==> src/rtl/ext_frame_ram_arbiter.sv <==
// ext_frame_ram_arbiter
// Arbitrates one external frame RAM between a deblocking writer and two
// readers (display, motion compensation). Writes win by default; after
// STARVE_MAX back-to-back write grants with a reader waiting, a reader is
// forced through. The two readers share the read slot round-robin.
//
// Ports:
//   clk, reset_n                    clock, async active-low reset
//   wr_req/wr_addr/wr_din/wr_gnt    writer request, address, data, grant
//   disp_req/disp_addr/disp_gnt     display read request, address, grant
//   disp_valid                      display read data valid (grant + 2)
//   mc_req/mc_addr/mc_gnt           MC read request, address, grant
//   mc_valid                        MC read data valid (grant + 2)
//   rd_data                         shared read data, zero unless a valid is high
//   ram_cs_n/ram_wr/ram_addr/ram_din registered RAM command (grant + 1)
//   ram_data                        RAM synchronous read output
//   addr_err                        sticky out-of-range access flag
module ext_frame_ram_arbiter #(
  parameter int unsigned STARVE_MAX = 8,
  parameter int unsigned ADDR_LAST  = 9503
) (
  input  logic        clk,
  input  logic        reset_n,
  input  logic        wr_req,
  input  logic [13:0] wr_addr,
  input  logic [31:0] wr_din,
  output logic        wr_gnt,
  input  logic        disp_req,
  input  logic [13:0] disp_addr,
  output logic        disp_gnt,
  output logic        disp_valid,
  input  logic        mc_req,
  input  logic [13:0] mc_addr,
  output logic        mc_gnt,
  output logic        mc_valid,
  output logic [31:0] rd_data,
  output logic        ram_cs_n,
  output logic        ram_wr,
  output logic [13:0] ram_addr,
  output logic [31:0] ram_din,
  input  logic [31:0] ram_data,
  output logic        addr_err
);

  localparam int unsigned AW = 14;
  localparam int unsigned CW = 4;

  logic [CW-1:0] starve_cnt;
  logic          rr_ptr;      // 0 = display's turn, 1 = MC's turn
  logic          rd_any;
  logic          starved;
  logic          rd_win;
  logic          rd_pick_mc;
  logic          gnt_any;
  logic [AW-1:0] gnt_addr;
  logic          addr_oob;

  // Read pipeline: stage 1 tracks the RAM access cycle, stage 2 the data cycle
  logic          p1_disp;
  logic          p1_mc;
  logic          p1_oob;
  logic          p2_oob;

  // Grant selection; all grants are forced low while in reset
  always_comb begin
    rd_any     = disp_req | mc_req;
    starved    = rd_any && (starve_cnt == CW'(STARVE_MAX));
    wr_gnt     = reset_n & wr_req & ~starved;
    rd_win     = reset_n & rd_any & ~(wr_req & ~starved);
    // Pointed-to reader wins if requesting, otherwise the other one
    rd_pick_mc = rr_ptr ? mc_req : ~disp_req;
    disp_gnt   = rd_win & ~rd_pick_mc;
    mc_gnt     = rd_win & rd_pick_mc;
    gnt_any    = wr_gnt | disp_gnt | mc_gnt;
    gnt_addr   = wr_gnt ? wr_addr : (mc_gnt ? mc_addr : disp_addr);
    addr_oob   = gnt_any && (gnt_addr > AW'(ADDR_LAST));
  end

  // Out-of-range reads still produce a valid, but with zeroed data
  always_comb begin
    rd_data = '0;
    if ((disp_valid | mc_valid) && !p2_oob) begin
      rd_data = ram_data;
    end
  end

  // Arbitration state, RAM command register and read pipeline
  always_ff @(posedge clk or negedge reset_n) begin
    if (!reset_n) begin
      starve_cnt <= '0;
      rr_ptr     <= 1'b0;
      ram_cs_n   <= 1'b1;
      ram_wr     <= 1'b0;
      ram_addr   <= '0;
      ram_din    <= '0;
      addr_err   <= 1'b0;
      p1_disp    <= 1'b0;
      p1_mc      <= 1'b0;
      p1_oob     <= 1'b0;
      p2_oob     <= 1'b0;
      disp_valid <= 1'b0;
      mc_valid   <= 1'b0;
    end else begin
      if (disp_gnt || mc_gnt || !rd_any) begin
        starve_cnt <= '0;
      end else if (wr_gnt && (starve_cnt < CW'(STARVE_MAX))) begin
        starve_cnt <= starve_cnt + CW'(1);
      end

      // After a reader grant, point at the reader that was not served
      if (disp_gnt || mc_gnt) begin
        rr_ptr <= disp_gnt;
      end

      ram_cs_n <= ~(gnt_any & ~addr_oob);
      ram_wr   <= wr_gnt & ~addr_oob;
      if (gnt_any) begin
        ram_addr <= gnt_addr;
      end
      if (wr_gnt) begin
        ram_din <= wr_din;
      end

      if (addr_oob) begin
        addr_err <= 1'b1;
      end

      p1_disp    <= disp_gnt;
      p1_mc      <= mc_gnt;
      p1_oob     <= addr_oob & (disp_gnt | mc_gnt);
      disp_valid <= p1_disp;
      mc_valid   <= p1_mc;
      p2_oob     <= p1_oob;
    end
  end

endmodule

==> config.mk <==
export PLATFORM = sky130hd
export DESIGN_NAME = ext_frame_ram_arbiter
export DESIGN_NICKNAME = d
export VERILOG_FILES = /design/src/rtl/ext_frame_ram_arbiter.sv
export SDC_FILE = /design/constraint.sdc
export NUM_CORES = 1
export LEC_CHECK = 0
export CORE_ASPECT_RATIO = 2
export CORE_MARGIN = 2
export CORE_UTILIZATION = 25
export CTS_BUF_LIST = sky130_fd_sc_hd__clkbuf_4
export CTS_CLUSTER_DIAMETER = 100
export DETAILED_ROUTE_END_ITERATION = 8
export HOLD_SLACK_MARGIN = 0.05
export PLACE_DENSITY_LB_ADDON = 0.05
export REMOVE_ABC_BUFFERS = 1
export SETUP_SLACK_MARGIN = 0.15
export SLEW_MARGIN = 10
export SYNTH_ARGS = -nofsm -noshare
export SYNTH_HDL_FRONTEND = slang
export SYNTH_SLANG_ARGS = --single-unit
==> constraint.sdc <==
create_clock -name clk -period 2.95 [get_ports clk]
set_clock_uncertainty 0.05 [all_clocks]
set_input_delay 0.59 -clock clk [delete_from_list [all_inputs] [get_ports clk]]
set_output_delay 0.59 -clock clk [all_outputs]
set_load 0.05 [all_outputs]
=== Word level (Yosys, flattened, before mapping) ===
Index checks and enable logic that the tools add are counted.

* Bits in registers: 60
* Word-level logic and storage cells: 53

* Add/sub/neg operators: 1
* Magnitude comparators: 2
* Eq/ne operators: 1
* Multiplexer cells: 6
* Bitwise logic cells: 21
* Reduce and logical (&&, ||, !) cells: 9

{| class="wikitable"
|+ Operator list
! cell !! count
|-
| two-way mux 32 bit || 1
|-
| two-way mux 14 bit || 2
|-
| > comparator 14 bit, second input constant || 1
|-
| bitwise AND 1 bit || 10
|-
| two-way mux 4 bit || 2
|-
| inverter 1 bit || 6
|-
| OR 1 bit || 5
|-
| adder 4 x 1 -> 4 bit, second input constant || 1
|-
| == test 4 bit, second input constant || 1
|-
| logical AND 1 bit || 4
|-
| less-than comparator 4 bit, second input constant || 1
|-
| zero test 1 bit || 2
|-
| logical OR 1 bit || 2
|-
| nonzero test 2 bit || 1
|-
| two-way mux 1 bit || 1
|}

=== Logic depth before layout (Yosys ltp) ===
* Depth after elaboration: 14
* Gate-level depth with buffers: 10

=== Worst setup path before layout ===
OpenSTA, ideal clock, no wires.

* Kind: in2out
* Start: input port mc_req
* End: output port wr_gnt
* Data arrival time: 2.031 ns
* Setup slack: 0.279 ns
* Stages on the path: 5
* Cells stage by stage: nor2_1 o311ai_4 inv_2 clkbuf_1 buf_1

* Word-level cells in the longest chain between the ends: 4

{| class="wikitable"
|+ RTL lines
! what !! RTL line !! source
|-
| from (decl) || 32 || <nowiki>input logic mc_req,</nowiki>
|-
| OR 1 bit || 66 || <nowiki>rd_any = disp_req | mc_req;</nowiki>
|-
| logical AND 1 bit || 67 || <nowiki>starved = rd_any && (starve_cnt == CW'(STARVE_MAX));</nowiki>
|-
| inverter 1 bit || 68 || <nowiki>wr_gnt = reset_n & wr_req & ~starved;</nowiki>
|-
| bitwise AND 1 bit || 68 ||
|-
| to (decl) || 27 || <nowiki>output logic wr_gnt,</nowiki>
|}

No other way between the ends.

=== Final worst setup path ===
Same ends and word-level chain as after synthesis.

==> impl_metrics.tcl <==
set metrics [dict create \
    status "finished, final reports clean" \
    num_vias 3071 \
    fill_cells 1070 \
    grt_max_degree 51 \
    overflow 0 \
    ir_drop_mv 0.251 \
    yosys.area.top_type "dfrtp_1" \
    p_sw_w 0.000988 \
    htreeDepth 3 \
    cp.required_ps 2310 \
    seq_power_share 0.345 \
    die_height_um 155 \
    setup_viol 0 \
    avgSynthCellArea_um2 8.65 \
    firstDrtPassIters 4 \
    finalNonFillerCells 689 \
    p_total_w 0.00280 \
    netlist_instances 330 \
    layout-drive-gt1-share 0.163 \
    drc 0 \
    fin_hold_ws_ps 267 \
    place.gp.congestion 0.844 \
    area_growth_pct 98.5 \
    port_buffers 196 \
    gr-usage-all-layers 0.179 \
    core_um2 11200 \
    cp-start-kind "input pin" \
    ys_seq_area_frac 0.526 \
    ys_top_cells_by_area "dfrtp_1 52%, nand2_1 17%, and2_1 7.0%, a21oi_1 3.3%, o21ai_0 2.8%" \
    finalHoldViolations 0 \
    clkSlewWorstSetupHoldPaths_ps 100 \
    dieArea_um2 12300 \
    initial_core_util 0.255 \
    post-route-min-period_ps 2730 \
    path_class "in2out" \
    rsz0062_at_grt "yes" \
    maxSlewHeadroom 0.553 \
    maxSlewViolCount 0 \
    p_int_w 0.00181 \
    clockPowerShare 0.266 \
    numCtsBuffers 9 \
    cts_sinks 60 \
    p_sw_frac 0.353 \
    fp.dieW_um 79.6 \
    tightest_slew_ps 671 \
    dpl_worst_slack_ps -219 \
    synth_flop_cell "dfrtp_1" \
    first_iter_violations 142 \
    max_cap_violations 0 \
    setup_slack_ps 223 \
    ctsHoldBuffers 0 \
    comb_power_share 0.389 \
    viasPerCell 4.46 \
    worstSetupEndpointType "primary output" \
    grt_antenna_before_repair 1 \
    r2r_slack_ps 320 \
    clock.fmax_mhz 367 \
    cp.arrival_ps 2090 \
    clkLatencyLatePin_ps 400 \
    first_global_vias 3117 \
    ant_nets 0 \
    clockBufferDepth 2 \
    hold_path.class "in2async" \
    top_level_ports 197 \
    crit_fanout 30 \
    ys_types 35 \
    finalCritPeriodShare 0.924 \
    netlist_area_um2 2860 \
    ys_ff_latch 60 \
    synth_warnings 0 \
    synth_edf_count 0 \
    powerDensity_nw_per_um2 494 \
    place_area_um2 5410 \
    stdcell_area_um2 5670 \
    fp-row-count 55 \
    dpl.cell_count 669 \
    finalNetCount 654 \
    cts_root_buffer "clkbuf_4" \
    synthArstFlopShare 1.00 \
    grt_pass1_wl_mm 16.7 \
    cts_tree "done" \
    routed_wl_mm 11.0 \
    leakagePower_nw 2.54 \
    post_drt_wl_per_cell_um 15.9 \
    dp_hpwl_mm 8.79 \
    yosys.area.top_type_share 0.517 \
]
-- cells by family (layout without fill, tap and decap cells) --
group	after synthesis	count (layout)	synth area share
other cells	0	1	0
compound gates	51	51	0.119
buf+inv	24	240	0.0324
flops	60	60	0.526
mux	8	8	0.0298
xor+xnor	2	2	0.00614
fa+ha+maj	2	2	0.00876
simple gates	183	183	0.277
-- metrics by stage --
stage,TNS (ps),util
2_1_floorplan,-2650,-
3_3_place_gp,-402,0.482
3_5_place_dp,-747,0.482
4_1_cts,0,0.501
5_1_grt,0,0.505
6_report,0,0.505
-- routing by layer --
layer	share of wire	track usage
met1	0.35	0.184
met2	0.55	0.331
met3	0.077	0.0505
met5	0	0
met4	0.025	0.0747
-- flip-flops by register name, summed over array words and instances (netlist names) --
name / flops
ram_din: 32
ram_addr: 14
starve_cnt: 4
addr_err: 1
disp_valid: 1
mc_valid: 1
p1_disp: 1
p1_mc: 1
p1_oob: 1
p2_oob: 1
ram_cs_n: 1
ram_wr: 1
rr_ptr: 1
-- placed cells by master, fill, tap and decap left out, types with 3 or more instances in the layout --
master and instances:
dfrtp_1 59, clkbuf_4 11, buf_12 34, a21oi_1 18, buf_4 19, mux2i_1 3
o21ai_0 16, mux2_2 4, bufinv_16 3, and2_1 32, inv_1 6, nor2_1 11
clkdlybuf4s50_1 160, nand2_1 130
-- worst paths after layout --
check | from | end | depth (start not counted)
min in group clk | p1_disp | disp_valid | 0
worst min-delay path | reset_n | ram_din[0] | 2
worst max-delay path | mc_req | wr_gnt | 6
max in group asynchronous | reset_n | ram_din[4] | 2
worst min register to register | p1_disp | disp_valid | 0
worst max register to register | starve_cnt[0] | ram_wr | 10
-- critical path: stages --
cell             delay [ps]
clkdlybuf4s50_1         570
nor2_1                  120
o311ai_4                320
inv_2                   100
buf_12                  180
buf_4                   200
-- area by class of cell --
cell class | count | area [µm²] | area share
Clock buffer | 11 | 82.6 | 0.0146
Antenna cell | 1 | 2.50 | 0.000442
Tap cell | 142 | 178 | 0.0314
Multi-Input combinational cell | 246 | 1310 | 0.231
Timing Repair Buffer | 217 | 2470 | 0.435
Sequential cell | 60 | 1500 | 0.265
Clock inverter | 5 | 100 | 0.0177
Inverter | 7 | 26.3 | 0.00464
-- Yosys cell counts (all sizes together), types with 3 or more instances --
library cell,count
mux2,4
o21ai,16
a21oi,19
o31ai,3
inv,7
nor2,11
dfrtp,59
mux2i,4
clkbuf,14
buf,3
nand2,130
and2,32
-- power groups by stage --
stage                     combinational [W]  clock, W  sequential (W)
after global routing                0.00115  0.000814        0.000981
after detailed placement            0.00108         0        0.000987
final                               0.00109  0.000745        0.000968
after global placement              0.00108         0        0.000986
after floorplan                    0.000248         0         0.00128
after CTS                           0.00109  0.000778        0.000969
-- timing repair --
action                                  CTS  global route
gates cloned                              0             0
gates resized for setup                   1             9
endpoints found under the setup margin    5             6
buffers inserted                          2             1
pin swaps                                 0             2
(Power assumes the default switching activity.)
